$ cat src/rtl/fs_en_scheduler_if.sv
// fs_en_scheduler_if: control, FIFO status and strobe/status bundle for the
// symbol-rate enable scheduler. The master side (controller, FIFO status)
// drives configuration and FIFO status. The slave side (scheduler) returns
// the strobe, the state and the statistics.
interface fs_en_scheduler_if #(
    parameter int ACC_WIDTH   = 32,
    parameter int LEVEL_WIDTH = 6
);
    logic                   enable;
    logic [ACC_WIDTH-1:0]   rate_word;
    logic                   cfg_load;
    logic [LEVEL_WIDTH-1:0] fifo_level;
    logic                   fifo_empty;
    logic                   clear_underflow;
    logic                   fs_en;
    logic [1:0]             state;
    logic                   busy;
    logic                   underflow;
    logic [31:0]            strobe_cnt;
    logic [15:0]            underflow_cnt;

    modport master (
        output enable, rate_word, cfg_load, fifo_level, fifo_empty, clear_underflow,
        input  fs_en, state, busy, underflow, strobe_cnt, underflow_cnt
    );

    modport slave (
        input  enable, rate_word, cfg_load, fifo_level, fifo_empty, clear_underflow,
        output fs_en, state, busy, underflow, strobe_cnt, underflow_cnt
    );
endinterface

$ cat src/rtl/fs_en_scheduler.sv
// fs_en_scheduler: generates the one-cycle fs_en symbol strobe from the
// carry-out of a fractional phase accumulator. The strobe is paced against
// the symbol FIFO. The block sequences IDLE -> PRIME -> RUN -> DRAIN.
// An empty FIFO at a strobe instant suppresses the strobe, sets the sticky
// underflow flag and sends the block back to PRIME.
// Optional statistics counters are built when FS_EN_SCHEDULER_STATS_EN is
// defined. Otherwise strobe_cnt and underflow_cnt are tied to zero.
module fs_en_scheduler #(
    parameter int ACC_WIDTH   = 32,
    parameter int LEVEL_WIDTH = 6,
    parameter int PRIME_LEVEL = 16
) (
    input  logic             sys_clk,
    input  logic             rst_n,
    fs_en_scheduler_if.slave bus
);
    typedef enum logic [1:0] {
        ST_IDLE  = 2'd0,
        ST_PRIME = 2'd1,
        ST_RUN   = 2'd2,
        ST_DRAIN = 2'd3
    } state_t;

    localparam logic [LEVEL_WIDTH-1:0] PRIME_THRESH = LEVEL_WIDTH'(PRIME_LEVEL);

    state_t               state_q, state_n;
    logic [ACC_WIDTH-1:0] acc_q, acc_n;
    logic [ACC_WIDTH-1:0] rate_q;
    logic                 fs_en_q, fs_en_n;
    logic                 busy_q;
    logic                 underflow_q, underflow_n;
    logic                 uf_event;
    logic [ACC_WIDTH:0]   sum;
    logic                 carry;

    // One extra bit keeps the accumulator carry. That carry is the only strobe source.
    assign sum   = {1'b0, acc_q} + {1'b0, rate_q};
    assign carry = sum[ACC_WIDTH];

    // Next-state, accumulator and strobe decisions for the sequencer.
    always_comb begin
        // NOTE: every output of this block gets a default first, so no path leaves one unassigned and infers a latch.
        state_n  = state_q;
        acc_n    = acc_q;
        fs_en_n  = 1'b0;
        uf_event = 1'b0;
        unique case (state_q)
            ST_IDLE: begin
                acc_n = '0;
                if (bus.enable) state_n = ST_PRIME;
            end
            ST_PRIME: begin
                acc_n = '0;
                if (!bus.enable)                        state_n = ST_IDLE;
                else if (bus.fifo_level >= PRIME_THRESH) state_n = ST_RUN;
            end
            ST_RUN: begin
                if (carry && bus.fifo_empty) begin
                    // Strobe would read an empty FIFO: suppress it and re-prime.
                    uf_event = 1'b1;
                    acc_n    = '0;
                    state_n  = ST_PRIME;
                end else begin
                    acc_n   = sum[ACC_WIDTH-1:0];
                    fs_en_n = carry;
                    if (!bus.enable) state_n = ST_DRAIN;
                end
            end
            ST_DRAIN: begin
                if (bus.fifo_empty) begin
                    // Drain is complete. An empty FIFO here is expected, not an underflow.
                    acc_n   = '0;
                    state_n = ST_IDLE;
                end else begin
                    acc_n   = sum[ACC_WIDTH-1:0];
                    fs_en_n = carry;
                    if (bus.enable) state_n = ST_RUN;
                end
            end
            default: state_n = ST_IDLE;
        endcase

        // Sticky flag: a new event in the same cycle beats the clear strobe.
        underflow_n = underflow_q;
        if (bus.clear_underflow) underflow_n = 1'b0;
        if (uf_event)            underflow_n = 1'b1;
    end

    // Sequencer state, accumulator and registered outputs.
    always_ff @(posedge sys_clk or negedge rst_n) begin
        if (!rst_n) begin
            state_q     <= ST_IDLE;
            acc_q       <= '0;
            fs_en_q     <= 1'b0;
            busy_q      <= 1'b0;
            underflow_q <= 1'b0;
        end else begin
            // NOTE: non-blocking assignments so every register here samples pre-edge values.
            state_q     <= state_n;
            acc_q       <= acc_n;
            fs_en_q     <= fs_en_n;
            busy_q      <= (state_n != ST_IDLE);
            underflow_q <= underflow_n;
        end
    end

    // Rate word latch. A rate change does not disturb the accumulator phase.
    always_ff @(posedge sys_clk or negedge rst_n) begin
        if (!rst_n)            rate_q <= '0;
        else if (bus.cfg_load) rate_q <= bus.rate_word;
    end

    assign bus.fs_en     = fs_en_q;
    assign bus.state     = state_q;
    assign bus.busy      = busy_q;
    assign bus.underflow = underflow_q;

`ifdef FS_EN_SCHEDULER_STATS_EN
    logic [31:0] strobe_cnt_q;
    logic [15:0] underflow_cnt_q;

    // Statistics: the strobe count wraps and the underflow count saturates. Only reset clears them.
    always_ff @(posedge sys_clk or negedge rst_n) begin
        if (!rst_n) begin
            strobe_cnt_q    <= '0;
            underflow_cnt_q <= '0;
        end else begin
            if (fs_en_n)                              strobe_cnt_q    <= strobe_cnt_q + 32'd1;
            if (uf_event && underflow_cnt_q != 16'hFFFF) underflow_cnt_q <= underflow_cnt_q + 16'd1;
        end
    end

    assign bus.strobe_cnt    = strobe_cnt_q;
    assign bus.underflow_cnt = underflow_cnt_q;
`else
    assign bus.strobe_cnt    = '0;
    assign bus.underflow_cnt = '0;
`endif
endmodule

$ cat src/flat_wrapper.sv
// flat-port wrapper written by rule: the top's interface ports become plain ports
module fs_en_scheduler_flat 
#(
    parameter int ACC_WIDTH   = 32,
    parameter int LEVEL_WIDTH = 6,
    parameter int PRIME_LEVEL = 16
)
  (sys_clk, rst_n, bus_enable, bus_rate_word, bus_cfg_load, bus_fifo_level, bus_fifo_empty, bus_clear_underflow, bus_fs_en, bus_state, bus_busy, bus_underflow, bus_strobe_cnt, bus_underflow_cnt);
  fs_en_scheduler_if #(.ACC_WIDTH(ACC_WIDTH), .LEVEL_WIDTH(LEVEL_WIDTH)) bus_i ();
  input  logic sys_clk;
  input  logic rst_n;
  input wire logic [$bits(bus_i.enable)-1:0] bus_enable;
  input wire logic [$bits(bus_i.rate_word)-1:0] bus_rate_word;
  input wire logic [$bits(bus_i.cfg_load)-1:0] bus_cfg_load;
  input wire logic [$bits(bus_i.fifo_level)-1:0] bus_fifo_level;
  input wire logic [$bits(bus_i.fifo_empty)-1:0] bus_fifo_empty;
  input wire logic [$bits(bus_i.clear_underflow)-1:0] bus_clear_underflow;
  output wire logic [$bits(bus_i.fs_en)-1:0] bus_fs_en;
  output wire logic [$bits(bus_i.state)-1:0] bus_state;
  output wire logic [$bits(bus_i.busy)-1:0] bus_busy;
  output wire logic [$bits(bus_i.underflow)-1:0] bus_underflow;
  output wire logic [$bits(bus_i.strobe_cnt)-1:0] bus_strobe_cnt;
  output wire logic [$bits(bus_i.underflow_cnt)-1:0] bus_underflow_cnt;
  assign bus_i.enable = bus_enable;
  assign bus_i.rate_word = bus_rate_word;
  assign bus_i.cfg_load = bus_cfg_load;
  assign bus_i.fifo_level = bus_fifo_level;
  assign bus_i.fifo_empty = bus_fifo_empty;
  assign bus_i.clear_underflow = bus_clear_underflow;
  assign bus_fs_en = bus_i.fs_en;
  assign bus_state = bus_i.state;
  assign bus_busy = bus_i.busy;
  assign bus_underflow = bus_i.underflow;
  assign bus_strobe_cnt = bus_i.strobe_cnt;
  assign bus_underflow_cnt = bus_i.underflow_cnt;
  fs_en_scheduler #(.ACC_WIDTH(ACC_WIDTH), .LEVEL_WIDTH(LEVEL_WIDTH), .PRIME_LEVEL(PRIME_LEVEL)) u_core (.sys_clk(sys_clk), .rst_n(rst_n), .bus(bus_i));
endmodule
$ cat config.mk
export PLATFORM = sky130hd
export DESIGN_NAME = fs_en_scheduler_flat
export DESIGN_NICKNAME = d
export VERILOG_FILES = /design/src/rtl/fs_en_scheduler_if.sv /design/src/rtl/fs_en_scheduler.sv /design/src/flat_wrapper.sv
export SDC_FILE = /design/constraint.sdc
export NUM_CORES = 1
export LEC_CHECK = 0
export ABC_AREA = 0
export CAP_MARGIN = 15
export CORE_MARGIN = 2
export CORE_UTILIZATION = 49
export CTS_BUF_LIST = sky130_fd_sc_hd__clkbuf_8
export CTS_CLUSTER_DIAMETER = 120
export DETAILED_ROUTE_END_ITERATION = 12
export GPL_ROUTABILITY_DRIVEN = 0
export GPL_TIMING_DRIVEN = 0
export PLACE_DENSITY = 0.8
export SLEW_MARGIN = 20
export SYNTH_ARGS = -nofsm -noshare
export SYNTH_HDL_FRONTEND = slang
export SYNTH_SLANG_ARGS = --single-unit
export TNS_END_PERCENT = 100
$ cat constraint.sdc
create_clock -name sys_clk -period 2.6 [get_ports sys_clk]
set_input_delay 0.52 -clock sys_clk [delete_from_list [all_inputs] [get_ports sys_clk]]
set_output_delay 0.52 -clock sys_clk [all_outputs]
set_load 0.02 [all_outputs]
==> impl_metrics.py <==
metrics = {
    "sta": {
        "period_share_pct": 110.5,
        "fin_ws_ns": -0.2739,
        "period_needed_ns": 2.874,
        "finClkSkew_ns": 0.01235,
        "rsz0062_at_grt": "true",
        "finalHoldViolations": 0,
        "setup_viol_count_final": 34,
        "fmax_mhz": 348.0,
        "tightestPinTransition_ns": 0.6122,
        "slew_violations": 0,
        "slew_headroom_pct": 59.18,
    },
    "pwr": {
        "p_seq_share_pct": 27.3,
        "leakage_nw": 2.857,
        "combinationalPowerShare_pct": 57.8,
        "finalPower_w": 0.005240,
        "switching_share_pct": 41.55,
        "ir_drop_v": 0.0003885,
        "clkPwrFrac_pct": 14.9,
        "switchingPower_w": 0.002177,
        "p_per_area_nw_per_um2": 866.5,
        "p_int_w": 0.003063,
    },
    "clock_network": {
        "clk_latency_ns": 0.35,
        "clk_path_buf_depth": 2,
        "cts-buffers-inserted": 9,
        "h-tree-depth": 3,
        "clk_pin_slew_ns": 0.08,
        "clock-sinks": 69,
        "cts_tree": "done",
        "cts_hold_buffers": 0,
        "ctsRootBufferMaster": "clkbuf_8",
    },
    "finish": {
        "final_area_um2": 6047,
        "fill_cells": 808,
        "drive_above_1_share_pct": 26.51,
        "n_antenna_cell": 0,
        "layout.nets": 668,
        "syn_to_final_growth_pct": 25.63,
    },
    "drt": {
        "wl_mm": 10.69,
        "ant_nets": 0,
        "vias_per_cell": 5.348,
        "drc": 0,
        "dr.first_iter.drc_count": 335,
        "route.vias.total": 3899,
        "firstDrtPassIters": 5,
        "wire_per_inst_um": 14.67,
    },
    "setup_path": {
        "crit_required_ns": 2.82,
        "end_kind": "flip-flop",
        "path_buf_inv": 2,
        "regToRegEndpoint": "u_core.acc_q[22]",
        "critPathKind": "reg2reg",
        "cpPeakStageDelay_ns": 0.37,
        "startpoint": "u_core.rate_q[0]",
        "crit_slowest_cell": "dfrtp_1",
        "cp.depth": 12,
        "arrival_ns": 3.09,
        "start_kind": "flip-flop",
        "path_cells": "ha_2, inv_2, fa_2, nand2b_4, a21o_1, a31oi_4, buf_4, o21a_1, o211ai_1, a311oi_2, nor3_2, nor4bb_2",
        "cp-endpoint": "u_core.acc_q[22]",
        "rrSetupSlack_ns": -0.27,
        "worst-path-max-fanout": 3,
        "r2r_cells": 12,
        "cp_top_family": "compound AO/OA/AOI/OAI gates",
        "rr_startpoint": "u_core.rate_q[0]",
    },
    "floorplan": {
        "initial_utilization_pct": 49.94,
        "core_um2": 9639,
        "die_x_um": 103.1,
        "num_io_pins": 97,
        "die_h_um": 103.1,
        "die-area_um2": 10630,
        "rows": 36,
    },
    "global_routing": {
        "grt_pass1_wl_mm": 17.16,
        "antenna_found_initial": 0,
        "grt_max_degree": 44,
        "grt-ovfl-total": 0,
        "grt_pass1_vias": 3669,
        "grt_use_total_pct": 20.59,
    },
    "yosys": {
        "synth_enable_flop_cells": 0,
        "syn_inst": 474,
        "ys_seq_area_share_pct": 35.87,
        "ys_types": 68,
        "synth-warning-count": 0,
        "netlist_area_um2": 4813,
        "synth.avg_cell_area_um2": 10.15,
        "async_flop_share_pct": 100.0,
        "ys.flop_type": "dfrtp_1",
        "ys_ff_latch": 69,
    },
    "outcome": {
        "status": "finished, violations left",
        "violations": "negative setup slack",
    },
    "placement": {
        "placed_area_um2": 5604,
        "dp.final_hpwl_mm": 7.790,
        "io_buffers": 43,
    },
    "job": {
        "drv_cap": 0,
    },
    "min_path": {
        "hold_class": "in2async",
    },
}
==> sequential cells by signal (all words and copies together) (netlist names) <==
register	flops
u_core.rate_q	32
u_core.bus.busy	1
u_core.bus.state	2
u_core.bus.fs_en	1
u_core.bus.underflow	1
u_core.acc_q	32
==> worst min-delay path by stage <==
stage,start,end,cells after the start
after floorplan,rst_n,u_core.acc_q[0],0
after CTS,rst_n,u_core.rate_q[15],1
after detailed placement,rst_n,u_core.rate_q[15],1
final,rst_n,u_core.acc_q[15],1
after global routing,rst_n,u_core.acc_q[15],1
after global placement,u_core.rate_q[22],u_core.rate_q[22],1
==> layer usage <==
metal	share of wire [%]	GRT usage, %	up-vias
met4	2.5	8.097	0
li1	-	-	1877
met5	0	0	-
met1	44	26.30	1836
met3	5.9	3.593	32
met2	48	34.77	154
==> layout make-up <==
type / instances / area, um^2 / area share (%)
multi-input cells: 370 / 2849 / 47.11
flip-flops and latches: 69 / 1727 / 28.55
repair buffers: 60 / 591.8 / 9.787
plain buffers: 69 / 491.7 / 8.132
well taps: 133 / 166.4 / 2.752
clock buffers: 10 / 137.6 / 2.276
inverters: 12 / 45.04 / 0.7449
clock inverters: 6 / 38.79 / 0.6414
==> per-stage QoR <==
stage	hold WS, ns	setup TNS [ns]	utilization, %	worst slack (ns)	std cells
2_1_floorplan	0.2244	0	-	0.004235	521
3_3_place_gp	0.5055	-100.50	57.96	-1.297	697
3_5_place_dp	0.4534	-13.94	58.14	-0.4874	698
4_1_cts	0.08138	-9.187	62.51	-0.3169	729
5_1_grt	0.09015	-9.981	62.73	-0.3579	729
6_report	0.07483	-6.437	62.73	-0.2739	729
==> synthesized netlist by cell type, types with 3 or more instances <==
master	n	area [um^2]
a21oi_1	24	120.1
mux2_2	31	349.1
a21oi_2	3	26.28
and4_1	5	43.79
a211oi_1	4	30.03
ha_1	32	400.4
nor3b_1	23	172.7
nor3_1	11	55.05
clkbuf_1	13	48.80
a31oi_1	7	43.79
nand4_1	3	18.77
o21ai_0	23	115.1
dfrtp_1	69	1727
inv_1	11	41.29
xnor2_1	9	78.83
and2_1	3	18.77
nand2_1	25	93.84
xor2_1	12	105.1
nor2_1	11	41.29
o2111ai_1	3	26.28
nor2b_1	4	25.02
o211ai_1	4	30.03
buf_4	48	360.4
nand2b_1	4	25.02
o21a_1	6	45.04
nand3_1	7	35.03
a21o_1	17	127.6
and3b_1	3	26.28
buf_6	4	45.04
buf_2	5	25.02
==> cell usage in the layout, fill, tap and decap left out, drive strengths merged, types with 9 or more instances in the layout <==
| master | synthesis | final |
|---|---|---|
| buf | 57 | 75 |
| dfrtp | 69 | 69 |
| conb | 1 | 48 |
| clkdlybuf4s50 | 0 | 42 |
| ha | 32 | 32 |
| mux2 | 31 | 31 |
| a21oi | 28 | 28 |
| nand2 | 25 | 25 |
| o21ai | 25 | 25 |
| nor3b | 24 | 24 |
| clkbuf | 13 | 22 |
| a21o | 17 | 17 |
| xor2 | 12 | 12 |
| inv | 12 | 12 |
| nor2 | 11 | 11 |
| nor3 | 11 | 11 |
| xnor2 | 9 | 9 |
==> kinds of logic after synthesis <==
logic type      after synthesis  synth area share, %
other cells                   1              0.07791
buf+inv                      82                10.89
simple gates                117                15.41
xor+xnor                     21                3.821
compound gates              119                17.73
mux                          32                7.460
flops                        69                35.87
fa+ha+maj                    33                8.734
==> power by group through the flow <==
stage	clock network (W)	logic, W	registers [W]
2_1_floorplan	0	0.00203	0.00145
3_3_place_gp	0	0.00256	0.00144
3_5_place_dp	0	0.00266	0.00145
4_1_cts	0.000799	0.00295	0.00143
5_1_grt	0.000854	0.00328	0.00145
6_report	0.000783	0.00303	0.00143
==> repair_timing <==
action,in CTS,in global routing
gates resized for setup,22,7
endpoints found under the setup margin,36,36
gates cloned,1,0
setup buffers,14,2
pin swaps,13,12
hold endpoints to repair,0,0
Note: power is estimated with default switching activity, not from simulation.
